[config.mk]
export PLATFORM = sky130hd
export DESIGN_NAME = fp_add_bist
export DESIGN_NICKNAME = d
export VERILOG_FILES = /design/src/rtl/fp_add_bist_pkg.sv /design/src/rtl/fp_add_bist_rom.sv /design/src/rtl/fp_add_bist.sv
export SDC_FILE = /design/constraint.sdc
export NUM_CORES = 1
export LEC_CHECK = 0
export ABC_AREA = 1
export CORE_MARGIN = 2
export CORE_UTILIZATION = 40
export CTS_CLUSTER_DIAMETER = 60
export CTS_CLUSTER_SIZE = 16
export DETAILED_ROUTE_END_ITERATION = 6
export GPL_ROUTABILITY_DRIVEN = 0
export MAX_ROUTING_LAYER = met4
export PLACE_DENSITY = 0.8
export SETUP_SLACK_MARGIN = 0.15
export SLEW_MARGIN = 20
export SYNTH_ARGS = -nofsm -noshare
export SYNTH_HDL_FRONTEND = slang
export SYNTH_SLANG_ARGS = --single-unit
export TNS_END_PERCENT = 30
[constraint.sdc]
create_clock -name clk -period 2 [get_ports clk]
set_clock_uncertainty 0.1 [all_clocks]
set_input_delay 0.2 -clock clk [delete_from_list [all_inputs] [get_ports clk]]
set_output_delay 0.2 -clock clk [all_outputs]
set_load 0.1 [all_outputs]
[src/rtl/fp_add_bist_pkg.sv]
// Shared FP16 constants, BIST state encoding and the FP16 compare helper
// used by the FP16 adder self-test engine.
package fp_add_bist_pkg;

    localparam int FP16_WIDTH = 16;

    localparam logic [FP16_WIDTH-1:0] FP16_POS_ZERO = 16'h0000;
    localparam logic [FP16_WIDTH-1:0] FP16_NEG_ZERO = 16'h8000;
    localparam logic [FP16_WIDTH-1:0] FP16_POS_INF  = 16'h7C00;
    localparam logic [FP16_WIDTH-1:0] FP16_NEG_INF  = 16'hFC00;

    localparam int ROM_DEPTH = 8;

    typedef enum logic [1:0] {
        BIST_IDLE = 2'd0,
        BIST_RUN  = 2'd1,
        BIST_DONE = 2'd2
    } bist_state_t;

    // One ROM entry: operands and the sum a correct adder must return.
    typedef struct packed {
        logic [FP16_WIDTH-1:0] a;
        logic [FP16_WIDTH-1:0] b;
        logic [FP16_WIDTH-1:0] golden;
    } bist_vec_t;

    // True when x is either signed zero.
    function automatic logic fp16_is_zero(input logic [FP16_WIDTH-1:0] x);
        fp16_is_zero = (x == FP16_POS_ZERO) || (x == FP16_NEG_ZERO);
    endfunction

    // Bit-exact compare; optionally treats +0 and -0 as the same value.
    function automatic logic fp16_match(input logic [FP16_WIDTH-1:0] y,
                                        input logic [FP16_WIDTH-1:0] g,
                                        input logic                  zero_eq);
        fp16_match = (y == g) || (zero_eq && fp16_is_zero(y) && fp16_is_zero(g));
    endfunction

endpackage

[src/rtl/fp_add_bist_rom.sv]
// Fixed stimulus ROM for the FP16 adder self-test: index -> {a, b, golden}.
module fp_add_bist_rom
    import fp_add_bist_pkg::*;
(
    input  logic [2:0]                idx,
    output logic [3*FP16_WIDTH-1:0]   word
);

    // Combinational lookup covering ordinary sums, cancellation to zero,
    // infinities and a denormal add.
    always_comb begin
        word = {FP16_POS_ZERO, FP16_POS_ZERO, FP16_POS_ZERO};
        case (idx)
            3'd0: word = {16'h3C00,      16'h4000, 16'h4200};
            3'd1: word = {16'h3E00,      16'h3E00, 16'h4200};
            3'd2: word = {16'h3C00,      16'hBC00, FP16_POS_ZERO};
            3'd3: word = {FP16_POS_ZERO, 16'h4200, 16'h4200};
            3'd4: word = {FP16_POS_INF,  16'h3800, FP16_POS_INF};
            3'd5: word = {FP16_NEG_INF,  16'h3800, FP16_NEG_INF};
            3'd6: word = {16'h0001,      16'h0001, 16'h0002};
            3'd7: word = {16'h4200,      16'h3A00, 16'h4380};
            default: word = {FP16_POS_ZERO, FP16_POS_ZERO, FP16_POS_ZERO};
        endcase
    end

endmodule

[src/rtl/fp_add_bist.sv]
// Stimulus/response self-test engine for the external FP16 adder. Drives
// each ROM vector for SETTLE_CYC cycles, compares the adder's sum with the
// golden value and records pass/fail, a failure count and the first failure.
module fp_add_bist
    import fp_add_bist_pkg::*;
#(
    parameter int NUM_VEC    = 8,
    parameter int SETTLE_CYC = 1,
    parameter int ZERO_EQ    = 1
)
(
    input  logic                  clk,
    input  logic                  rst_n,
    input  logic                  start,
    output logic [FP16_WIDTH-1:0] dut_a,
    output logic [FP16_WIDTH-1:0] dut_b,
    input  logic [FP16_WIDTH-1:0] dut_y,
    output logic                  busy,
    output logic                  done,
    output logic                  pass,
    output logic [3:0]            fail_count,
    output logic [2:0]            first_fail_idx,
    output logic [FP16_WIDTH-1:0] first_fail_y
);

    localparam int               CNT_W      = (SETTLE_CYC > 1) ? $clog2(SETTLE_CYC) : 1;
    localparam logic [CNT_W-1:0] CNT_RELOAD = CNT_W'(SETTLE_CYC - 1);
    localparam logic [2:0]       LAST_IDX   = 3'(NUM_VEC - 1);
    localparam logic             ZERO_EQ_EN = (ZERO_EQ != 0);

    bist_state_t              state;
    logic [2:0]               idx;
    logic [CNT_W-1:0]         cnt;
    logic [FP16_WIDTH-1:0]    golden;
    logic [2:0]               loadIdx;
    logic [3*FP16_WIDTH-1:0]  romWord;
    bist_vec_t                loadVec;
    logic                     vecMatch;

    // Address of the vector to load next: vector 0 on a new run, else the successor.
    always_comb begin
        loadIdx = 3'd0;
        if (state == BIST_RUN) begin
            loadIdx = idx + 3'd1;
        end
    end

    fp_add_bist_rom uRom (
        .idx  (loadIdx),
        .word (romWord)
    );

    assign loadVec  = romWord;
    assign vecMatch = fp16_match(dut_y, golden, ZERO_EQ_EN);

    // Run control: vector sequencing, settle timing and result capture.
    always_ff @(posedge clk or negedge rst_n) begin
        if (!rst_n) begin
            state          <= BIST_IDLE;
            idx            <= 3'd0;
            cnt            <= '0;
            golden         <= '0;
            dut_a          <= '0;
            dut_b          <= '0;
            busy           <= 1'b0;
            done           <= 1'b0;
            pass           <= 1'b0;
            fail_count     <= 4'd0;
            first_fail_idx <= 3'd0;
            first_fail_y   <= '0;
        end else begin
            case (state)
                BIST_IDLE, BIST_DONE: begin
                    if (start) begin
                        state          <= BIST_RUN;
                        idx            <= 3'd0;
                        cnt            <= CNT_RELOAD;
                        dut_a          <= loadVec.a;
                        dut_b          <= loadVec.b;
                        golden         <= loadVec.golden;
                        busy           <= 1'b1;
                        done           <= 1'b0;
                        pass           <= 1'b0;
                        fail_count     <= 4'd0;
                        first_fail_idx <= 3'd0;
                        first_fail_y   <= '0;
                    end
                end
                BIST_RUN: begin
                    if (cnt != '0) begin
                        cnt <= cnt - CNT_W'(1);
                    end else begin
                        if (!vecMatch) begin
                            if (fail_count != 4'd15) begin
                                fail_count <= fail_count + 4'd1;
                            end
                            if (fail_count == 4'd0) begin
                                first_fail_idx <= idx;
                                first_fail_y   <= dut_y;
                            end
                        end
                        if (idx != LAST_IDX) begin
                            idx    <= idx + 3'd1;
                            cnt    <= CNT_RELOAD;
                            dut_a  <= loadVec.a;
                            dut_b  <= loadVec.b;
                            golden <= loadVec.golden;
                        end else begin
                            state <= BIST_DONE;
                            busy  <= 1'b0;
                            done  <= 1'b1;
                            pass  <= (fail_count == 4'd0) && vecMatch;
                        end
                    end
                end
                default: begin
                    state <= BIST_IDLE;
                end
            endcase
        end
    end

endmodule

==> results of run 1 <==
how the worst max path moves through the flow:
stage	startpoint	endpoint	depth (start not counted)
after detailed placement	dut_y[1]	first_fail_idx[2]	11
final	idx[0]	golden[9]	7
after floorplan	fail_count[0]	first_fail_idx[0]	8
after global routing	dut_a[0]	first_fail_y[4]	10
after global placement	dut_y[1]	first_fail_y[14]	11
after CTS	idx[0]	golden[9]	8
metrics by stage:
step                worst slack, ps  hold WS [ps]  util, %
global route                    141           343     50.1
CTS                             210           303     49.6
global placement               93.5          90.8     48.1
finish                          246           292     50.1
floorplan                       167          -196        -
detailed placement             41.8          97.4     48.1
worst register-to-register path, delay by kind of cell, from the launching register on:
family / cells / cell delay, ps
AO/OA/AOI/OAI: 1 / 140
flip-flops: 1 / 400
buffers and inverters: 1 / 150
AND/OR/NAND/NOR: 3 / 470
adder cells (fa/ha/maj): 2 / 410
layer usage:
layer	share of wire, %	routed length, µm	track usage, %	vias to the layer above
met5	0	0	-	-
met4	0.83	48	3.08	0
met3	5.9	339	4.33	8
met2	50	2890	28.4	68
met1	43	2480	22.3	1073
li1	-	-	-	1109
cell usage after synthesis (all sizes together):
master,n
clkbuf,1
or2,1
o21a,1
nor3,2
buf,34
nand3b,1
o221ai,1
nand2,96
conb,1
nor2,37
nand3,13
o31ai,2
nand4,26
o22ai,2
xor2,1
ha,8
o21ai,11
inv,43
dfrtp,45
area by class of cell:
class | count | area (µm²)
clock buffer | 5 | 68.8
clock inverter | 3 | 17.5
fill | 598 | 3130
inverter | 43 | 164
multi-input combinational | 219 | 1090
sequential | 45 | 1130
tap | 77 | 96.3
timing repair buffer | 70 | 581
kinds of logic (layout without fill, tap and decap cells):
group | Yosys count | after routing | synth area share [%]
AOI/OAI and AO/OA | 17 | 17 | 4.27
xor gates and xnor gates | 1 | 1 | 0.340
DFF | 45 | 45 | 43.7
other | 1 | 16 | 0.145
buffers and inverters | 78 | 121 | 16.6
and+or+nand+nor | 176 | 177 | 31.1
adders and majority gates | 8 | 8 | 3.88
sequential cells by signal, summed over array words and instances (netlist names):
signal          flops
state               2
done                1
fail_count          4
first_fail_y       16
dut_b               5
busy                1
first_fail_idx      3
pass                1
idx                 3
dut_a               5
golden              4
what timing repair did:
item	CTS	global route
buffers inserted	0	3
setup endpoints to repair	0	25
hold endpoints to repair	20	0
hold buffers	1	0
==> results.txt, run 1 <==
sequential area share after synthesis: 43.7%
Setup violations, final: 0
pin count of the biggest net entering global routing: 27
final net count: 411
first-pass GRT wire length: 9.78 mm
vias in the first global route: 2,095
Global Route Usage Sum: 17.4%
Critical Path Start Type: flop
most frequent cells in the layout: nand2_1, buf_4, dfrtp_1, inv_1, nor2_1
slowest cell on the critical path: dfrtp_1
outcome: finished clean
final WL: 5.75 mm
Worst Max-Slew Pin Slew: 515 ps
die area: 7100 µm²
Yosys cell types: 30
Setup crit end kind: flop
CTS H-tree lvls: 2
Placed Cells: 449
RR Endpoint: golden[9]
Vias per Instance: 4.89
Post-DRT Antenna Nets: 0
Max Slew Vio Count: 0
Arrival @ worst endpoint: 1870 ps
Top-Level Pins: 77
1st-iter DRT viols: 173
Reg clk slew, reported paths: 80 ps
DRT Pass-1 Iters: 4
Fmax: 570 MHz
Rows: 29
commonest non-fill, non-tap cell in the layout: nand2_1
Synth area leader: dfrtp_1
root buffer cell: clkbuf_8
Yosys warning total: 0
max_slew headroom: 65.7%
top cell type's share of synthesized area: 43.7%
Final Cycle Share: 87.7%
Post-Syn Instances: 326
CP Class: reg2reg
Area Overhead vs Synth: 22.1%
total grt overflow: 0
Syn Area/Cell: 7.91 µm²
share of cells above drive strength 1: 21.6%
worst-path cell chain: ha_1 > ha_1 > or2_1 > nand2_4 > buf_4 > nand2_1 > o221ai_1
RSZ-0062 raised after global routing: true
CTS tree: done
worst path bufs/invs: 1
CP peak stage delay: 400 ps
area post-placement: 3020 µm²
total number of vias: 2,258
worst-path fanout max: 11
Inserted Diodes: 0
Longest Clk Path Bufs: 2
synthesized flop and latch total: 45
HP Class: in2async
Final Instance Area: 3150 µm²
Hold Violations, Final: 0
CTS resizes: 0
Critical Path Most Common Cell: ha_1
post-synthesis cell area: 2580 µm²
Layout Cells excl Fill: 462
Die X: 84.3 µm
Num CTS Buffers: 5
core area: 6280 µm²
ranking of synthesized cells by area: dfrtp_1, nand2_1, buf_4
port buffer count: 60
worst r2r src: idx[0]
max-cap violations: 0
cell family with most CP delay: simple AND/OR/NAND/NOR gates
worst path required time: 2120 ps
FF-to-FF path depth: 7
initial antenna violation count: 0
r2r setup slk: 250 ps
WL per Instance: 12.5 µm
chip height: 84.3 µm
DP Wirelength: 4.36 mm
clock sinks: 45
Starting Density: 41.1%
Clk Latency, worst-skew pair: 290 ps
Period minus WS final: 1750 ps
Residual DRC: 0
Setup TNS: 0 ps
Power of run 1 is left out: the tool's default activity adds up to more than one toggle a clock period on the data nets, which glitch-free logic cannot reach.
==> run 2: changes to the inputs <==
--- a/config.mk
+++ b/config.mk
@@ -5,7 +5,6 @@
 export SDC_FILE = /design/constraint.sdc
 export NUM_CORES = 1
 export LEC_CHECK = 0
-export ABC_AREA = 1
 export CORE_MARGIN = 2
 export CORE_UTILIZATION = 40
 export CTS_CLUSTER_DIAMETER = 60
@@ -13,7 +12,7 @@
 export DETAILED_ROUTE_END_ITERATION = 6
 export GPL_ROUTABILITY_DRIVEN = 0
 export MAX_ROUTING_LAYER = met4
-export PLACE_DENSITY = 0.8
+export PLACE_DENSITY = 0.82
 export SETUP_SLACK_MARGIN = 0.15
 export SLEW_MARGIN = 20
 export SYNTH_ARGS = -nofsm -noshare
==> run 2 against run 1 <==
  * The run now ends with setup timing left
  * Critical path depth unchanged
  * Sequential share of layout area up 0.64 points
  * Hold slack worse by 210 ps
  * Fmax down 16%
  * First-iteration DRC count down 48%
  * Highest routed layer unchanged
==> results.txt, run 2 <==
1st-iter DRT viols: 90 (-48%)
max_slew headroom: 64.4% (-1.3 points)
Period minus WS final: 2080 ps (+322 ps)
most common cell in the netlist: dfrtp_1
top cell type's share of synthesized area: 49.8% (+6.1 points)
Layout Cells excl Fill: 363 (-21%)
Setup TNS: -1120 ps (-1120 ps)
most frequent cells in the layout: buf_4, dfrtp_1, nand2_1, conb_1, clkdlybuf4s50_1
chip height: 79.2 µm (-6.0%)
Syn Area/Cell: 11.0 µm² (+39%)
Placed Cells: 350 (-22%)
Starting Density: 41.3% (+0.25 points)
DP Wirelength: 3.87 mm (-11%)
WL per Instance: 14.2 µm (+14%)
vias in the first global route: 1,786 (-15%)
outcome: complete, but fails checks
synthesized flop and latch total: 45 (unchanged)
total grt overflow: 0 (unchanged)
die area: 6270 µm² (-12%)
Reg clk slew, reported paths: 80 ps (about the same)
pin count of the biggest net entering global routing: 24 (-11%)
area post-placement: 2930 µm² (-3.1%)
share of cells above drive strength 1: 37.1% (+16 points)
Fmax: 482 MHz (-16%)
first-pass GRT wire length: 8.51 mm (-13%)
Global Route Usage Sum: 17.9% (+0.47 points)
post-synthesis cell area: 2260 µm² (-12%)
Yosys cell types: 42 (+40%)
Post-synth EDFFs: 0 (unchanged)
Setup crit end kind: flop
CTS tree: done
ys flop type: dfrtp_1
Synth top cells by count: dfrtp_1, buf_4, nand2_1, a22o_1
worst-path fanout max: 4 (-7)
failing checks: setup timing
Worst Max-Slew Pin Slew: 534 ps (+19.3 ps)
Biggest register: first_fail_y
port buffer count: 60 (unchanged)
multi-input logic area: 1030 µm² (-5.7%)
ys async rst share: 100% (unchanged)
core area: 5470 µm² (-13%)
Post-DRT Antenna Nets: 0 (unchanged)
Rows: 27 (-6.9%)
Area Overhead vs Synth: 36.9%
final net count: 317 (-23%)
CP Class: in2reg
Critical Path Start Type: input port
max-cap violations: 0 (unchanged)
Yosys warning total: 0 (unchanged)
Residual DRC: 0 (unchanged)
Hold Violations, Final: 0 (unchanged)
PnR worst setup slack: -76.4 ps (-322 ps)
clock sinks: 45 (unchanged)
total number of vias: 1,823 (-19%)
HP Class: in2reg
Inserted Diodes: 0 (unchanged)
Num CTS Buffers: 5 (unchanged)
RSZ-0062 raised after global routing: true
Final Instance Area: 3100 µm² (-1.6%)
max reg flops: 16 (unchanged)
Longest Clk Path Bufs: 2 (unchanged)
worst path required time: 2080 ps (-40 ps)
Arrival @ worst endpoint: 2160 ps (+290 ps)
Top Registers: first_fail_y: 16 flops, dut_a: 5 flops, dut_b: 5 flops
Final Cycle Share: 104% (+16 points)
Vias per Instance: 5.02 (+2.8%)
Setup violations, final: 23 (+23)
commonest non-fill, non-tap cell in the layout: buf_4
Max Slew Vio Count: 0 (unchanged)
sequential area share after synthesis: 49.8% (+6.1 points)
Synth area leader: dfrtp_1
Top-Level Pins: 77 (unchanged)
final WL: 5.15 mm (-10%)
initial antenna violation count: 0 (unchanged)
root buffer cell: clkbuf_8
Register Area: 1130 µm² (+0.11%)
hold_ws: 78.6 ps (-214 ps)
Filler Cell Count: 476 (-20%)
DRT Pass-1 Iters: 4 (unchanged)
Post-Syn Instances: 206 (-37%)
ranking of synthesized cells by area: dfrtp_1, buf_4, a22o_2
Clk Latency, worst-skew pair: 300 ps (about the same)
Die X: 79.2 µm (-6.0%)
CTS H-tree lvls: 2 (unchanged)
[run 2: final timing paths]
check / startpoint / slack, ps / cells after the start / to
min: dut_y[6] / 80 / 2 / first_fail_y[6]
max reg2reg: golden[14] / -60 / 6 / fail_count[0]
max: dut_y[2] / -80 / 7 / fail_count[0]
max in group asynchronous: rst_n / 980 / 3 / idx[1]
min reg2reg: dut_b[15] / 380 / 2 / dut_b[15]
min in group asynchronous: rst_n / 310 / 2 / first_fail_y[10]
[run 2: logic make-up (layout without fill, tap and decap cells)]
| family | count (synthesis) | after routing | share of synthesized area, % |
|---|---|---|---|
| flops | 45 | 45 | 49.8 |
| fa+ha+maj | 8 | 8 | 4.42 |
| other cells | 1 | 16 | 0.166 |
| xor+xnor | 4 | 4 | 1.55 |
| mux | 3 | 3 | 1.38 |
| compound gates | 53 | 55 | 18.6 |
| buf+inv | 35 | 103 | 10.6 |
| simple gates | 57 | 57 | 13.4 |
[run 2: routing by layer]
layer	global-route usage, %	share of wire, %	vias to the layer above
met5	-	0	-
met2	27.8	48	62
met1	23.0	45	884
met3	4.20	6.4	7
li1	-	-	870
met4	6.21	1.4	0
[run 2: area by class of cell]
cell class | count | share of cell area (%)
Clock buffer | 5 | 2.22
Clock inverter | 3 | 0.566
Inverter | 6 | 0.727
Multi-Input combinational cell | 143 | 33.2
Sequential cell | 45 | 36.6
Tap cell | 72 | 2.91
Timing Repair Buffer | 89 | 23.8
[run 2: worst max-delay path, stage by stage]
cell,delay (ps)
clkdlybuf4s50_1,440
or4_4,540
nor4_4,220
o2111a_2,260
buf_4,130
a21boi_2,60
mux2_1,300
[run 2: per-stage QoR]
step / utilization, % / worst slack [ps]
finish: 56.6 / -76.4
global route: 56.6 / -138
CTS: 56.2 / -77.8
detailed placement: 53.5 / -428
global placement: 53.5 / -339
floorplan: - / -31.1
[run 2: what timing repair did]
item,in CTS,in global routing
cloned,2,0
hold buffers,1,0
pin swaps,2,2
buffers inserted,2,0
resized for setup,5,5
setup endpoints to repair,24,27
hold endpoints to repair,22,0
Power of run 2 is left out for the same reason.
